<file path="src/rtl/hc_adder_tester.sv">
// Stimulus/check stage for a 16-bit adder: drives directed then LFSR operands,
// waits SETTLE_CYCLES after each load, and tallies {cout,s} against a+b+cin.
module hc_adder_tester #(
  parameter int          SETTLE_CYCLES = 2,
  parameter logic [15:0] SEED          = 16'hACE1
) (
  input  logic        clk,
  input  logic        rst,
  input  logic        start,
  input  logic [15:0] num_vectors,
  output logic [15:0] dut_a,
  output logic [15:0] dut_b,
  output logic        dut_cin,
  input  logic [15:0] dut_s,
  input  logic        dut_cout,
  output logic        busy,
  output logic        done,
  output logic [15:0] pass_count,
  output logic [15:0] fail_count,
  output logic        fail_seen,
  output logic [15:0] ff_a,
  output logic [15:0] ff_b,
  output logic        ff_cin,
  output logic [16:0] ff_got
);

  typedef enum logic [2:0] {IDLE, LOAD, SETTLE, CHECK, DONE} state_t;

  typedef struct packed {
    logic [15:0] a;
    logic [15:0] b;
    logic        cin;
  } vec_t;

  state_t      state;
  logic [15:0] nvec, idx, lfsr_a, lfsr_b;
  logic [7:0]  cnt;
  logic [16:0] exp_sum, got;
  logic [15:0] idx_nxt;
  vec_t        vec_nxt;

  function automatic logic [15:0] lfsr_step(input logic [15:0] q);
    return {q[14:0], q[15] ^ q[13] ^ q[12] ^ q[10]};
  endfunction

  // Three corner-case vectors first, then the paired LFSR stream.
  function automatic vec_t vec_at(input logic [15:0] i, input logic [15:0] la,
                                  input logic [15:0] lb);
    vec_t v;
    case (i)
      16'd0:   v = '{a: 16'h0000, b: 16'h0000, cin: 1'b0};
      16'd1:   v = '{a: 16'hFFFF, b: 16'h0001, cin: 1'b0};
      16'd2:   v = '{a: 16'hFFFF, b: 16'hFFFF, cin: 1'b1};
      default: v = '{a: la, b: lb, cin: la[15] ^ lb[15]};
    endcase
    return v;
  endfunction

  assign exp_sum = {1'b0, dut_a} + {1'b0, dut_b} + {16'd0, dut_cin};
  assign got     = {dut_cout, dut_s};
  assign idx_nxt = idx + 16'd1;
  assign vec_nxt = vec_at(idx_nxt, lfsr_a, lfsr_b);

  always_ff @(posedge clk) begin
    if (rst) begin
      state      <= IDLE;
      busy       <= 1'b0;
      done       <= 1'b0;
      dut_a      <= '0;
      dut_b      <= '0;
      dut_cin    <= 1'b0;
      pass_count <= '0;
      fail_count <= '0;
      fail_seen  <= 1'b0;
      ff_a       <= '0;
      ff_b       <= '0;
      ff_cin     <= 1'b0;
      ff_got     <= '0;
      nvec       <= '0;
      idx        <= '0;
      cnt        <= '0;
      lfsr_a     <= SEED;
      lfsr_b     <= SEED ^ 16'hFFFF;
    end else begin
      case (state)
        IDLE, DONE: begin
          if (start) begin
            pass_count <= '0;
            fail_count <= '0;
            if (num_vectors != 16'd0) begin
              nvec      <= num_vectors;
              idx       <= '0;
              fail_seen <= 1'b0;
              ff_a      <= '0;
              ff_b      <= '0;
              ff_cin    <= 1'b0;
              ff_got    <= '0;
              {dut_a, dut_b, dut_cin} <= vec_at(16'd0, SEED, SEED ^ 16'hFFFF);
              lfsr_a    <= SEED;
              lfsr_b    <= SEED ^ 16'hFFFF;
              state     <= LOAD;
              busy      <= 1'b1;
              done      <= 1'b0;
            end else begin
              state <= DONE;
              busy  <= 1'b0;
              done  <= 1'b1;
            end
          end
        end
        LOAD: begin
          cnt   <= 8'(SETTLE_CYCLES - 1);
          state <= SETTLE;
        end
        SETTLE: begin
          if (cnt == 8'd0) state <= CHECK;
          else             cnt   <= cnt - 8'd1;
        end
        CHECK: begin
          if (got == exp_sum) begin
            if (pass_count != 16'hFFFF) pass_count <= pass_count + 16'd1;
          end else begin
            if (fail_count != 16'hFFFF) fail_count <= fail_count + 16'd1;
            if (!fail_seen) begin
              fail_seen <= 1'b1;
              ff_a      <= dut_a;
              ff_b      <= dut_b;
              ff_cin    <= dut_cin;
              ff_got    <= got;
            end
          end
          if (idx == nvec - 16'd1) begin
            state <= DONE;
            busy  <= 1'b0;
            done  <= 1'b1;
          end else begin
            idx <= idx_nxt;
            {dut_a, dut_b, dut_cin} <= vec_nxt;
            // LFSR values are consumed only from vector 3 onward.
            if (idx_nxt >= 16'd3) begin
              lfsr_a <= lfsr_step(lfsr_a);
              lfsr_b <= lfsr_step(lfsr_b);
            end
            state <= LOAD;
          end
        end
        default: state <= IDLE;
      endcase
    end
  end

endmodule

</file>
<file path="config.mk">
export PLATFORM = sky130hd
export DESIGN_NAME = hc_adder_tester
export DESIGN_NICKNAME = d
export VERILOG_FILES = /design/src/rtl/hc_adder_tester.sv
export SDC_FILE = /design/constraint.sdc
export NUM_CORES = 1
export LEC_CHECK = 0
export CAP_MARGIN = 5
export CORE_MARGIN = 2
export CORE_UTILIZATION = 50
export CTS_BUF_LIST = sky130_fd_sc_hd__clkbuf_8
export CTS_CLUSTER_DIAMETER = 150
export DETAILED_ROUTE_END_ITERATION = 8
export PLACE_DENSITY = 0.82
export SLEW_MARGIN = 10
export SYNTH_ARGS = -nofsm -noshare
export SYNTH_HDL_FRONTEND = slang
export SYNTH_SLANG_ARGS = --single-unit
</file>
<file path="constraint.sdc">
create_clock -name clk -period 10.4 [get_ports clk]
set_input_delay 1.04 -clock clk [delete_from_list [all_inputs] [get_ports clk]]
set_output_delay 1.04 -clock clk [all_outputs]
set_load 0.03 [all_outputs]
</file>
==> out/qor.txt <==
Result of the run: complete, no violations
Cell area reported after detailed placement: 0.01218 sq mm
Total iterations of the first detailed-routing run: 5
Total Routed Length: 29.33 mm
Min-Delay Path Class: register to register
Ranking of synthesized cells by instance count: sky130_fd_sc_hd__nand2_1 (236), sky130_fd_sc_hd__dfxtp_1 (193), sky130_fd_sc_hd__nor2_1 (90)
Sequential fraction of the synthesis area: 36.37%
Critical Path End Type: register
Antenna diodes: 0
Area fraction of the dominant cell type after synthesis: 36.37%
Number of vias per cell: 5.913
DIE AREA: 0.02243 sq mm
Final Slew Violations: 0
Largest vdd supply drop: 93.36 uV
Clock tree from TritonCTS: built
Clock root buffer: sky130_fd_sc_hd__clkbuf_8
Post-Syn Area: 0.01062 sq mm
Fraction of registers with async set or reset after synthesis: 0%
Total number of yosys warnings: 0
Resize count post-CTS: 0
Cell with the most instances after synthesis: sky130_fd_sc_hd__nand2_1
DRT antenna net count: 0
Most area-consuming cells after synthesis: sky130_fd_sc_hd__dfxtp_1 (36%), sky130_fd_sc_hd__nand2_1 (8.3%), sky130_fd_sc_hd__mux2i_1 (8.2%)
Required time at the worst-slack endpoint: 10750 ps
Routability congestion estimate: 1.033
First-pass GRT wire length: 46.61 mm
Post-Route Skew: 29.39 ps
Post-placement worst setup slack: 5578 ps
Core area: 0.02096 sq mm
CTS sink count: 193
Total chip power: 0.002077 W
Worst slew pin tran: 1172 ps
Flops & latches, synth: 193
Depth of the worst register-to-register path: 11
Most common flop cell mapped by yosys: sky130_fd_sc_hd__dfxtp_1
Fraction of final layout cells sized beyond drive strength 1: 5.155%
Antenna violations before repair: 0
Finish-stage setup viols: 0
Worst slew margin: 21.89%
Crit-path max FO: 50
Number of enable-type register cells in the synthesized netlist: 0
Largest area contributor in the synthesized netlist: sky130_fd_sc_hd__dfxtp_1
Critical path startpoint category: register
Later-pin clock latency in the skew report: 510 ps
Clock slew at reported path FFs: 130 ps
Signed area change from the synthesized netlist to the final layout: 18.93%
Count of buffers added by post-CTS timing repair for setup: 0
Number of buffers on the longest clock path: 2
Number of global-route vias before repair: 9053
Initial cell density of the core: 50.69%
Net Sw Frac: 39.60%
Maximum operating frequency: 213.6 MHz
Half-perimeter wire length of the detailed placement result: 21.17 mm
Total via count in the routed design: 9999
1st-iter DRT viols: 873
Post-detailed-route wirelength per cell: 17.34 microns
Row count: 53
Pint: 0.001255 W
Final Net Count: 1466
Post-synthesis average cell area: 8.097 sq um
Comb pwr share: 32.4%
Switch Pwr: 0.0008227 W
DRC violations left: 0
Final hold viol count: 0
Largest net degree at the start of global routing: 101
Die outline height: 149.8 microns
Start-to-end type of the worst setup path: register to register
Gate Count Post-Synth: 1312
Minimum period implied by the final worst setup slack: 4681 ps
Hold Path Cell Cnt: 2
Finished Cell Area: 0.01263 sq mm
Depth of the CTS H-tree: 4
Register share of total power: 41.2%
Ratio of final minimum period to clock period: 45.01%
Residual overflow from global routing: 0
Setup repair after global routing missed its margin: no
Global Route Usage Sum: 25.84%
CP arrival: 5030 ps
Number of hold buffers added after CTS: 0
Pwr/cell area: 164.4 mW/mm^2
# Max-Cap Violations: 0
Die outline width: 149.8 microns
Count of boundary I/O pins: 154
Min setup slack post-route: 5719 ps
Clock power frac: 26.4%
Cell variety after synth: 79
Number of buffers added on ports: 153
Number of nets in the synthesized netlist: 1375
Aggregate negative setup slack: 0 ps
Leakage power figure: 4.624 nW
Clock buffers created by TritonCTS: 17
## layout by cell type, fill, tap and decap left out, drive strengths merged, types with 12 or more instances in the layout
cell type / Yosys / final
clkdlybuf4s50: 0 / 152
buf: 32 / 12
ha: 25 / 25
nor4: 16 / 16
o211ai: 16 / 16
xnor2: 38 / 38
nor3: 45 / 45
nand2: 236 / 236
a21oi: 59 / 59
mux2i: 87 / 87
dfxtp: 193 / 193
and4: 12 / 12
and3: 15 / 15
nand3: 41 / 41
clkbuf: 60 / 17
inv: 30 / 41
nor2: 90 / 90
o21ai: 82 / 82
xor2: 25 / 25
nand4: 25 / 25
a31oi: 29 / 29
## worst paths after layout
check             start          to  slack (ps)
max            dut_a[0]    ff_a[15]        5720
min          ff_got[15]  ff_got[15]         460
max reg2reg    dut_a[0]    ff_a[15]        5720
min reg2reg  ff_got[15]  ff_got[15]         460
## power by group through the flow
| stage | clock (W) | combinational (W) | sequential (W) |
|---|---|---|---|
| final | 0.000548 | 0.000673 | 0.000857 |
| after global routing | 0.000582 | 0.000734 | 0.000866 |
| after floorplan | 0 | 0.000469 | 0.000900 |
| after CTS | 0.000556 | 0.000673 | 0.000857 |
| after detailed placement | 0 | 0.000670 | 0.000873 |
| after global placement | 0 | 0.000659 | 0.000871 |
## worst max-delay path: stages (launching register included)
cell and delay [ps]:
sky130_fd_sc_hd__dfxtp_1 420, sky130_fd_sc_hd__fa_1 500, sky130_fd_sc_hd__fa_1 460, sky130_fd_sc_hd__xor2_1 170, sky130_fd_sc_hd__a2111oi_0 510, sky130_fd_sc_hd__o211a_1 230
sky130_fd_sc_hd__nand4_1 90, sky130_fd_sc_hd__nand4b_1 330, sky130_fd_sc_hd__a2111oi_4 1050, sky130_fd_sc_hd__a211oi_4 60, sky130_fd_sc_hd__buf_4 430, sky130_fd_sc_hd__mux2i_1 220
## registers in the layout (all words and copies together), names as in the netlist, 16 cells and up
name        count
ff_got         17
dut_a          16
dut_b          16
fail_count     16
ff_a           16
ff_b           16
idx            16
lfsr_a         16
lfsr_b         16
nvec           16
pass_count     16
## layout make-up
cell class | instances | area [sq um]
inverter | 30 | 112.6
sequential | 193 | 3864
tap | 275 | 344.1
multi-input combinational | 997 | 6247
fill | 1881 | 8322
timing repair buffer | 164 | 1609
clock buffer | 17 | 234.0
clock inverter | 15 | 222.7
## routing by layer
| layer | vias up | track usage, % | part of all wire (%) |
|---|---|---|---|
| met2 | 369 | 43.90 | 48 |
| met5 | - | 0 | 0 |
| met3 | 57 | 4.329 | 5.9 |
| met1 | 4719 | 33.47 | 44 |
| li1 | 4854 | - | - |
| met4 | 0 | 8.349 | 2.8 |
## logic make-up (layout without fill, tap and decap cells)
kind of cell | count (synthesis) | after routing | share of synthesized area (%)
AND/OR/NAND/NOR | 527 | 527 | 23.33
AO/OA/AOI/OAI | 292 | 292 | 18.42
flip-flops | 193 | 193 | 36.37
buffers and inverters | 122 | 226 | 5.053
multiplexers | 88 | 88 | 8.304
XOR/XNOR | 63 | 63 | 5.194
adder cells (fa/ha/maj) | 27 | 27 | 3.322
## per-stage QoR
| step | hold slack (ps) | utilization, % | cells |
|---|---|---|---|
| final | 462.8 | 60.29 | 1691 |
| after CTS | 465.7 | 60.29 | 1691 |
| after global routing | 491.4 | 60.29 | 1691 |
| after global placement | 441.0 | 58.11 | 1659 |
| after detailed placement | 446.6 | 58.11 | 1659 |
| after floorplan | 449.6 | - | 1312 |
(Power assumes the default switching activity.)
